===== src/rtl/lane_activity_pkg.sv =====
// Shared types and sizing helpers for the lane activity stretcher.
package lane_activity_pkg;

  typedef enum logic {LS_IDLE = 1'b0, LS_HOLD = 1'b1} lane_state_t;

  function automatic int clog2(input int v);
    int r;
    r = 0;
    while ((1 << r) < v) r++;
    return r;
  endfunction

  // Hold counter must be at least one bit, even for STRETCH=1.
  function automatic int hold_w(input int stretch);
    return (clog2(stretch) < 1) ? 1 : clog2(stretch);
  endfunction

endpackage


===== src/rtl/lane_activity_stretcher_fsm.sv =====
// Per-lane pulse stretcher: IDLE/HOLD FSM with a retriggerable hold counter.
module lane_stretch_fsm
  import lane_activity_pkg::*;
#(
  parameter int STRETCH = 8
) (
  input  logic C,
  input  logic RN,
  input  logic rise,
  output logic o_bit,
  output logic o_nxt
);

  localparam int HOLD_W = hold_w(STRETCH);
  localparam logic [HOLD_W-1:0] RELOAD = HOLD_W'(STRETCH - 1);

  lane_state_t       state, nxt_state;
  logic [HOLD_W-1:0] cnt, nxt_cnt;

  always_ff @(posedge C or negedge RN) begin
    if (!RN) begin
      state <= LS_IDLE;
      cnt   <= '0;
    end else begin
      state <= nxt_state;
      cnt   <= nxt_cnt;
    end
  end

  always_comb begin
    nxt_state = state;
    nxt_cnt   = cnt;
    case (state)
      LS_IDLE: begin
        if (rise) begin
          nxt_state = LS_HOLD;
          nxt_cnt   = RELOAD;
        end
      end
      LS_HOLD: begin
        if (rise) begin
          nxt_cnt = RELOAD;
        end else if (cnt == '0) begin
          nxt_state = LS_IDLE;
        end else begin
          nxt_cnt = cnt - HOLD_W'(1);
        end
      end
      default: nxt_state = LS_IDLE;
    endcase
  end

  // o is a state decode, so it comes straight off the state flop.
  always_comb begin
    o_bit = (state == LS_HOLD);
    o_nxt = (nxt_state == LS_HOLD);
  end

endmodule


===== src/rtl/lane_activity_stretcher.sv =====
// Lane activity stretcher top: input sync, rise detect, per-lane stretch FSMs,
// busy flag and saturating edge counter. LANE_GLITCH_FILTER_EN adds a 2-sample filter.
module lane_activity_stretcher
  import lane_activity_pkg::*;
#(
  parameter int LANES   = 4,
  parameter int STRETCH = 8,
  parameter int CNT_W   = 8
) (
  input  logic             C,
  input  logic             RN,
  input  logic [LANES-1:0] i,
  output logic [LANES-1:0] o,
  output logic             busy,
  output logic [CNT_W-1:0] edge_cnt
);

  localparam int POP_W = clog2(LANES + 1);
  localparam int SUM_W = CNT_W + POP_W;
  localparam logic [CNT_W-1:0] CNT_MAX = {CNT_W{1'b1}};

  logic [LANES-1:0] s1, s2, s3, rise, o_nxt;
  logic [POP_W-1:0] pop;
  logic [SUM_W-1:0] sum;
  logic [CNT_W-1:0] cnt_nxt;

`ifdef LANE_GLITCH_FILTER_EN
  logic [LANES-1:0] s4;

  always_ff @(posedge C or negedge RN) begin
    if (!RN) s4 <= '0;
    else     s4 <= s3;
  end

  // Two consecutive high synced samples required before an edge counts.
  assign rise = s2 & s3 & ~s4;
`else
  assign rise = s2 & ~s3;
`endif

  always_ff @(posedge C or negedge RN) begin
    if (!RN) begin
      s1 <= '0;
      s2 <= '0;
      s3 <= '0;
    end else begin
      s1 <= i;
      s2 <= s1;
      s3 <= s2;
    end
  end

  always_comb begin
    pop = '0;
    for (int l = 0; l < LANES; l++) pop = pop + POP_W'(rise[l]);
  end

  // Sum is wide enough for the worst case, so the clamp is a plain compare.
  always_comb begin
    sum     = SUM_W'(edge_cnt) + SUM_W'(pop);
    cnt_nxt = (sum > SUM_W'(CNT_MAX)) ? CNT_MAX : sum[CNT_W-1:0];
  end

  always_ff @(posedge C or negedge RN) begin
    if (!RN) begin
      edge_cnt <= '0;
      busy     <= 1'b0;
    end else begin
      edge_cnt <= cnt_nxt;
      busy     <= |o_nxt;
    end
  end

  for (genvar g = 0; g < LANES; g++) begin : g_lane
    lane_stretch_fsm #(.STRETCH(STRETCH)) u_lane (
      .C     (C),
      .RN    (RN),
      .rise  (rise[g]),
      .o_bit (o[g]),
      .o_nxt (o_nxt[g])
    );
  end

endmodule


===== config.mk =====
export PLATFORM = sky130hd
export DESIGN_NAME = lane_activity_stretcher
export DESIGN_NICKNAME = d
export VERILOG_FILES = /design/src/rtl/lane_activity_pkg.sv /design/src/rtl/lane_activity_stretcher_fsm.sv /design/src/rtl/lane_activity_stretcher.sv
export SDC_FILE = /design/constraint.sdc
export NUM_CORES = 1
export LEC_CHECK = 0
export ABC_CLOCK_PERIOD_IN_PS = 2800
export CAP_MARGIN = 25
export CORE_ASPECT_RATIO = 1.4
export CORE_MARGIN = 3
export CORE_UTILIZATION = 57
export CTS_BUF_LIST = sky130_fd_sc_hd__clkbuf_8
export CTS_CLUSTER_SIZE = 8
export DETAILED_ROUTE_END_ITERATION = 8
export PLACE_DENSITY_LB_ADDON = 0.15
export SETUP_SLACK_MARGIN = 0.2
export SYNTH_ARGS = -nofsm -noshare
export SYNTH_HDL_FRONTEND = slang
export SYNTH_HIERARCHICAL = 1
export SYNTH_SLANG_ARGS = --single-unit
export TNS_END_PERCENT = 100

===== constraint.sdc =====
create_clock -name C -period 2.8 [get_ports C]
set_input_delay 0.28 -clock C [delete_from_list [all_inputs] [get_ports C]]
set_output_delay 0.28 -clock C [all_outputs]
set_load 0.02 [all_outputs]

# Word-level counts from Yosys, hierarchy flattened
# Cells that the tools add are included.
[op_classes]
mux = 33
bitwise_logic = 6
eq_ne = 8
addsub = 8
magnitude_cmp = 1
reduce_logical = 9
[ops]
columns = ["operator", "count"]
rows = [
  ["2-to-1 mux 3 bit", 12],
  ["case mux 3 bit (2 select lines)", 4],
  ["logical NOT 3 bit", 4],
  ["2-to-1 mux 1 bit", 12],
  ["inequality test 3 bit (second input constant)", 4],
  ["subtractor 3 x 1 -> 3 bit (second input constant)", 4],
  ["adder 8 x 3 -> 9 bit", 1],
  ["greater-than comparator 9 x 8 -> 1 bit (second input constant)", 1],
  ["2-to-1 mux 8 bit", 1],
  ["inequality test 2 bit (second input constant)", 4],
  ["case mux 1 bit (2 select lines)", 4],
  ["AND reduction 2 bit", 4],
  ["AND 4 bit", 1],
  ["NOT 1 bit", 4],
  ["NOT 4 bit", 1],
  ["OR reduction 4 bit", 1],
  ["adder 2 x 1 -> 3 bit", 1],
  ["adder 3 x 1 -> 3 bit", 1],
  ["adder 1 x 1 -> 2 bit", 1],
]
[totals]
elab_cells = 78
input_bits = 6
out_inout_bits = 13
register_bits = 37

# Logic depth before layout (Yosys ltp)
# Gate-level depths: netlist of the first run.
[depth]
word_depth = 8
depth_mapped = 10
ltp_nobuf = 10

# Cells and area by module
# The synthesis of the first run kept the hierarchy.
[modules_own_cells]
columns = ["module", "area_each_um2", "n_inst", "cells_each", "seq_area_each_um2"]
rows = [
  ["lane_activity_stretcher", 830.8, 1, 60, 525.5],
  ["lane_stretch_fsm", 206.4, 4, 20, 100.1],
]

# Least setup slack after synthesis of the first run
# Ideal clock, no wire load.
[synth_path]
kind = "register -> register"
start = "reg s3[0]"
end = "reg edge_cnt[6]"
arrival_time_ns = 2.162
stages_incl_launch_ff = 11
path_buffers = 0
synth_period_minus_slack_ns = 2.306
setup_ns = 0.144
path_slack_ns = 0.494
cell_sequence = "dfrtp_1 nor2b_1 fa_1 inv_1 fa_1 inv_1 fa_1 nand2_2 nor2_4 a21oi_1 a31oi_1"
[synth_via]
elab_chain_cells = 8
[synth_rtl]
columns = ["item", "line_no", "source"]
rows = [
  ["from (decl)", "lane_activity_stretcher.sv:22", "logic [LANES-1:0] s1, s2, s3, rise, o_nxt;"],
  ["from (signal assigned)", "lane_activity_stretcher.sv:45", "s3 <= '0;"],
  ["from (signal assigned)", "lane_activity_stretcher.sv:49", "s3 <= s2;"],
  ["NOT 4 bit (*)", "lane_activity_stretcher.sv:38", "assign rise = s2 & ~s3;"],
  ["AND 4 bit (*)", "lane_activity_stretcher.sv:38", ""],
  ["via rise[0]", "lane_activity_stretcher.sv:22", ""],
  ["adder 1 x 1 -> 2 bit (*)", "lane_activity_stretcher.sv:55", "for (int l = 0; l < LANES; l++) pop = pop + POP_W'(rise[l]);"],
  ["adder 2 x 1 -> 3 bit (*)", "lane_activity_stretcher.sv:55", ""],
  ["adder 3 x 1 -> 3 bit (*)", "lane_activity_stretcher.sv:55", ""],
  ["adder 8 x 3 -> 9 bit (*)", "lane_activity_stretcher.sv:60", "sum = SUM_W'(edge_cnt) + SUM_W'(pop);"],
  ["greater-than comparator 9 x 8 -> 1 bit", "lane_activity_stretcher.sv:61", "cnt_nxt = (sum > SUM_W'(CNT_MAX)) ? CNT_MAX : sum[CNT_W-1:0];"],
  ["2-to-1 mux 8 bit (*)", "lane_activity_stretcher.sv:61", ""],
  ["via cnt_nxt[6]", "lane_activity_stretcher.sv:25", "logic [CNT_W-1:0] cnt_nxt;"],
  ["to (signal assigned)", "lane_activity_stretcher.sv:69", "edge_cnt <= cnt_nxt;"],
  ["to (decl)", "lane_activity_stretcher.sv:15", "output logic [CNT_W-1:0] edge_cnt"],
]
# The timed path passes the listed nets; every way through them passes the cells marked *.
# A chain may end at the register's enable or synchronous reset.

# Final worst setup path of the first run
[layout_path]
start = "reg s2[0]"
end = "reg edge_cnt[1]"
[layout_via]
elab_chain_cells = 7
[layout_rtl]
columns = ["item", "line_no", "source"]
rows = [
  ["from (decl)", "lane_activity_stretcher.sv:22", ""],
  ["from (signal assigned)", "lane_activity_stretcher.sv:44", "s2 <= '0;"],
  ["from (signal assigned)", "lane_activity_stretcher.sv:48", "s2 <= s1;"],
  ["AND 4 bit (*)", "lane_activity_stretcher.sv:38", ""],
  ["via rise[0]", "lane_activity_stretcher.sv:22", ""],
  ["adder 1 x 1 -> 2 bit (*)", "lane_activity_stretcher.sv:55", ""],
  ["adder 2 x 1 -> 3 bit (*)", "lane_activity_stretcher.sv:55", ""],
  ["adder 3 x 1 -> 3 bit (*)", "lane_activity_stretcher.sv:55", ""],
  ["adder 8 x 3 -> 9 bit (*)", "lane_activity_stretcher.sv:60", ""],
  ["greater-than comparator 9 x 8 -> 1 bit", "lane_activity_stretcher.sv:61", ""],
  ["2-to-1 mux 8 bit (*)", "lane_activity_stretcher.sv:61", ""],
  ["via cnt_nxt[1]", "lane_activity_stretcher.sv:25", ""],
]
# Marks and branches as above.

==> impl_metrics.toml, run 1 <==
[placed_design]
hpwl_mm = 2.05
io_buffers = 18
gp_congestion = 0.765
dp_cells = 195
placed_area_um2 = 1890
place_ws_ns = 0.241

[sta]
drv_slew = 0
fmax_mhz = 417
fin_crit_ns = 2.40
finalSetupViolCount = 0
relSlewSlack_pct = 70.5
tns_ns = 0
min_period_over_period_pct = 85.6
rsz0062_at_grt = "false"
hold_violations = 0
skew_ns = 0.0116
worst_pin_slew_ns = 0.443
timing.final.ws_setup_ns = 0.402

[floorplanning]
start_util_pct = 61.4
core.rowCount = 22
dieArea_um2 = 3600
die_w_um = 51.6
ios = 19
coreArea_um2 = 2700
die_h_um = 69.8

[critical_path]
cpPeakStageDelay_ns = 0.51
arrival_ns = 2.62
ff2ff_setup_slack_ns = 0.40
r2r-start = "s2[0]"
path_depth = 10
rr_worst_depth = 10
cp-endpoint = "edge_cnt[1]"
crit_slowest_cell = "fa_1"
rr_endpoint = "edge_cnt[1]"
cpMostUsedCell = "fa_1"
worstPathCellList = "nor2b_2 -> fa_1 -> inv_1 -> fa_1 -> inv_1 -> fa_1 -> nand2_2 -> nor2_4 -> nand4_2 -> nand2b_1"
crit_family = "adder cells"
cp_num_buf_inv = 2
cp-startpoint = "s2[0]"
critPathMaxFanout = 7
cp-start-kind = "register"
cp-end-kind = "register"
critical_path_required_ns = 3.03
worst-setup-path-type = "reg2reg"

[worst_hold_path]
min_path_type = "reg2reg"
hold_start = "s1[2]"

[route]
vias = 1045
first_pass_iters = 4
drtAntennaViolNets = 0
drtIter0Drc = 16
routedWlPerCell_um = 13.3
wl_mm = 2.70
routed_via_density = 5.15
drc_errors = 0

[layout]
area_delta_synth_final_pct = 21.4
antenna_cells = 0
nets = 184
drive_above_1_share_pct = 12.0
final_cells = 203
finish.instance_area_um2 = 2010

[yosys]
synth.area.top_cells = "dfrtp_1 56%, ha_1 6.8%, mux2i_1 6.0%"
synth_nets = 158
synthFlopType = "dfrtp_1"
synthDominantCellAreaShare_pct = 55.9
async_reset_ff_share_pct = 100
yosysMostFrequentCell = "dfrtp_1"
synthTopCellsByCount = "37 x dfrtp_1, 17 x inv_1, 14 x nor2_1"
ys_seq_elements = 37
avgSynthCellArea_um2 = 11.8
synthCells = 140
yosysTopAreaCell = "dfrtp_1"
synth_area_um2 = 1660
synth_cell_type_count = 24
synth_enable_flop_cells = 0
ys_seq_area_share_pct = 55.9
synth_warnings = 6

[cts]
cts.reportedPaths.clkPinSlew_ns = 0.08
numClockSinks = 37
clk_latency_ns = 0.29
htreeDepth = 2
cts_tree = "yes"
cts_buffer_depth = 2
root_buffer = "clkbuf_8"
hold_buffers = 0
cts_buffers = 5

[global_route]
antenna_found_initial = 0
grt_pass1_vias = 1067
grt_usage_pct = 16.7
overflow = 0
grt_max_degree = 38
grt_pass1_wl_mm = 4.47

[power_and_ir_drop]
ir_worst_vdd_mv = 0.685
cellLeakagePower_uw = 0.000921
power_density_nw_per_um2 = 1100
total_power_uw = 2210

[run]
cap_violations = 0

[run_status]
outcome = "completed"
[through the flow]
step	hold WS (ns)	util, %
final	0.344	74.5
after global routing	0.350	74.5
after CTS	0.351	74.4
after detailed placement	0.337	70.0
after global placement	0.332	70.0
after floorplan	-0.0156	-
[worst min-delay path by stage]
stage               cells past startpoint    end  slack [ns]
finish                                  0  s2[2]        0.34
CTS                                     0  s2[2]        0.35
global placement                        0  s2[1]        0.33
detailed placement                      0  s2[2]        0.34
global route                            0  s2[2]        0.35
floorplan                               0   busy       -0.02
[area by class of cell]
class / count / area, µm²
flip-flops and latches: 37 / 926
fillers: 218 / 687
clock buffers: 6 / 82.6
clock inverters: 2 / 33.8
inverters: 17 / 63.8
well taps: 36 / 45.0
multi-input cells: 86 / 672
repair buffers: 19 / 188
[cell families (layout without fill, tap and decap cells)]
family                   Yosys count  count (layout)  share of synthesized area, %
AO/OA/AOI/OAI                     15              15                          7.93
buffers and inverters             17              44                          3.85
XOR/XNOR                           2               2                          1.06
multiplexers                      10              10                          6.04
AND/OR/NAND/NOR                   47              47                          14.8
flip-flops                        37              37                          55.9
adder cells (fa/ha/maj)           12              12                          10.4
[flip-flops by register name (all words and copies together), names as in the netlist]
name                 flops
s3                       4
edge_cnt                 8
g_lane.u_lane/cnt       12
g_lane.u_lane/o_bit      4
s2                       4
s1                       4
busy                     1
[routing by layer]
layer  routed length, µm  track usage (%)  vias to the layer above  share of wire, %
li1                    -                -                      507                 -
met1                1110             18.6                      517                41
met2                1470             29.2                       17                54
met3                  85             4.52                        4               3.1
met4                  34             7.00                        0               1.3
met5                   0                0                        -                 0
[worst reg2reg max path: cells and delay by family (launching register included)]
family                     cells  cell delay [ns]
adders and majority gates      3             1.14
buffers and inverters          2             0.13
and+or+nand+nor                5             0.69
DFF                            1             0.38
[placed cells by master, fill, tap and decap left out, types with 2 or more instances in the layout]
cell,n
dfrtp_1,37
inv_1,18
clkdlybuf4s50_1,18
nor2_1,14
mux2i_1,10
ha_1,9
nand2_1,8
nand2b_1,7
nor2b_1,6
clkbuf_8,6
o21ai_2,4
nor3_1,4
a211o_1,4
fa_1,3
nor2b_2,2
nand2_2,2
a31oi_1,2
xor2_1,2
[report_power, final]
part	internal (µW)	total, µW	switching [µW]
Sequential	707	882	174
Combinational	408	853	445
Clock	287	470	184
[repair_timing]
action	CTS	global route
buffers inserted	0	0
resized for setup	0	2
setup endpoints to repair	0	7
(Power assumes the default switching activity.)
==> inputs of run 2 (changes only) <==
- ABC_AREA: unset -> 1
==> impl_metrics.toml, run 2 <==
[run_status]
outcome = "completed"

[sta]
relSlewSlack_pct = 70.3
hold_violations = 0
min_period_over_period_pct = 81.3
worst_pin_slew_ns = 0.445
fin_crit_ns = 2.28
drv_slew = 0
finalSetupViolCount = 0
tns_ns = 0
hold_ws_ns = 0.351
skew_ns = 0.00521
fmax_mhz = 439
rsz0062_at_grt = "false"

[power_and_ir_drop]
total_power_uw = 2110
seqPwrFrac_pct = 41.1
power_density_nw_per_um2 = 1050
swShare_pct = 39.8
ir_worst_vdd_mv = 0.735
clock_power_share_pct = 16.3
cellLeakagePower_uw = 0.00103
p_comb_share_pct = 42.6
p_int_uw = 1270
power_switching_uw = 839

[yosys]
synthAdderAreaFrac_pct = 10.2
synthTopCellsByCount = "37 x dfrtp_1, 35 x nand2_1, 34 x inv_1"
synth_top_family_by_area = "simple AND/OR/NAND/NOR gates"
ys_seq_elements = 37
synth.area.top_cells = "dfrtp_1 55%, nand2_1 7.7%, inv_1 7.5%"
synth_cell_type_count = 16
synthFlopType = "dfrtp_1"
synth_compound_area_share_pct = 1.25
synthCells = 176
yosysMostFrequentCell = "dfrtp_1"
synth_nets = 194
synth_warnings = 6
synth_xor_area_share_pct = 0
synthDominantCellAreaShare_pct = 54.6
avgSynthCellArea_um2 = 9.63
async_reset_ff_share_pct = 100
yosys.area_share.simple_pct = 26.4
yosysTopAreaCell = "dfrtp_1"
synth_enable_flop_cells = 0
synth_area_um2 = 1700
ys_seq_area_share_pct = 54.6
synth_mux_area_share_pct = 0

[cts]
hold_buffers = 0
numClockSinks = 37
post_cts_buffers = 0
cts_tree = "yes"
cts_buffers = 5
htreeDepth = 2
ctsResizeCount = 0
cts_buffer_depth = 2
root_buffer = "clkbuf_8"
cts.reportedPaths.clkPinSlew_ns = 0.07
clk_latency_ns = 0.29

[critical_path]
cp-start-kind = "register"
cpPeakStageDelay_ns = 0.49
arrival_ns = 2.50
crit_slowest_cell = "fa_1"
ff2ff_setup_slack_ns = 0.52
worstPathCellList = "inv_1 -> nor2_1 -> fa_1 -> inv_1 -> fa_1 -> inv_1 -> fa_1 -> nand2_2 -> nor2_4 -> nand4_4 -> nand2_1"
worst-setup-path-type = "reg2reg"
critPathMaxFanout = 7
cp_num_buf_inv = 3
crit_family = "adder cells"
cp-end-kind = "register"
critical_path_required_ns = 3.02

[route]
routed_via_density = 5.10
drc_errors = 0
drtAntennaViolNets = 0
drtIter0Drc = 20
vias = 1219
first_pass_iters = 4
wl_mm = 2.86
routedWlPerCell_um = 12.0

[floorplanning]
ios = 19
die_w_um = 52.1
coreArea_um2 = 2730
dieArea_um2 = 3670
die_h_um = 70.5
start_util_pct = 62.2
core.rowCount = 22

[layout]
n_fill_cell = 203
final_cells = 239
top_register = "g_lane.u_lane/cnt"
antenna_cells = 0
mostFrequentLayoutCell = "dfrtp_1"
nets = 220
most-common-layout-cells = "37 x dfrtp_1, 35 x inv_1, 35 x nand2_1"
register_area_um2 = 926
largest_reg_flops = 12
top_regs = "g_lane.u_lane/cnt x12, edge_cnt x8"
area_delta_synth_final_pct = 18.6
multi_input_area_um2 = 642
drive_above_1_share_pct = 10.3

[global_route]
overflow = 0
grt_pass1_wl_mm = 5.25
grt_pass1_vias = 1304
grt_max_degree = 38
grt_usage_pct = 19.3
antenna_found_initial = 0

[placed_design]
hpwl_mm = 2.16
io_buffers = 18
dp_cells = 231
gp_congestion = 0.731

[run]
cap_violations = 0

[worst_hold_path]
min_path_type = "reg2reg"
-- run 2: cell types whose count changed in the layout (fill, tap and decap cells not counted), moves of 6 or more --
| cell | delta |
|---|---|
| nor2b_1 | -6 |
| nand2_2 | +7 |
| nand3_1 | +24 |
| nand2b_1 | -7 |
| mux2i_1 | -10 |
| inv_1 | +17 |
| nand2_1 | +27 |
-- run 2: power by group through the flow --
stage / Combinational [µW] / Clock, µW / Sequential, µW
2_1_floorplan: 518 / 0 / 937
3_3_place_gp: 851 / 0 / 860
3_5_place_dp: 901 / 0 / 874
4_1_cts: 908 / 352 / 866
5_1_grt: 1020 / 378 / 893
6_report: 896 / 343 / 866
-- run 2: logic make-up after synthesis --
logic type | count (synthesis)
AO/OA/AOI/OAI | 3
adder cells (fa/ha/maj) | 12
buffers and inverters | 34
flip-flops | 37
AND/OR/NAND/NOR | 90
-- run 2: area by class of cell --
| type | count | area share, % |
|---|---|---|
| clock buffer | 5 | 3.42 |
| clock inverter | 3 | 0.685 |
| inverter | 34 | 6.35 |
| multi-input combinational | 105 | 31.9 |
| sequential | 37 | 46.0 |
| tap | 36 | 2.24 |
| timing repair buffer | 19 | 9.33 |
-- run 2: per-layer routing --
layer | up-vias | routed length [µm] | share of wire, % | GRT usage, %
met3 | 7 | 116 | 4.1 | 5.89
met1 | 585 | 1140 | 40 | 20.5
li1 | 599 | - | - | -
met5 | - | 0 | 0 | 0
met2 | 28 | 1560 | 54 | 34.0
met4 | 0 | 53 | 1.9 | 8.45
-- run 2: path summary, 6_finish.rpt --
kind | start | endpoint | cells after the start
setup reg to reg | s2[0] | edge_cnt[0] | 11
setup / recovery | s2[0] | edge_cnt[0] | 11
max in group asynchronous | RN | g_lane[3].u_lane/cnt[1] | 2
min in group asynchronous | RN | g_lane[1].u_lane/cnt[1] | 2
hold / removal | s1[1] | s2[1] | 0
hold reg to reg | s1[1] | s2[1] | 0
-- run 2: stage by stage --
stage               util [%]  setup slack, ns  instance area [µm²]
CTS                     73.8            0.513                 2010
detailed placement      70.8            0.534                 1930
finish                  73.8            0.523                 2010
global placement        70.8            0.567                 1930
floorplan                  -            0.608                 1700
global route            73.8            0.282                 2010
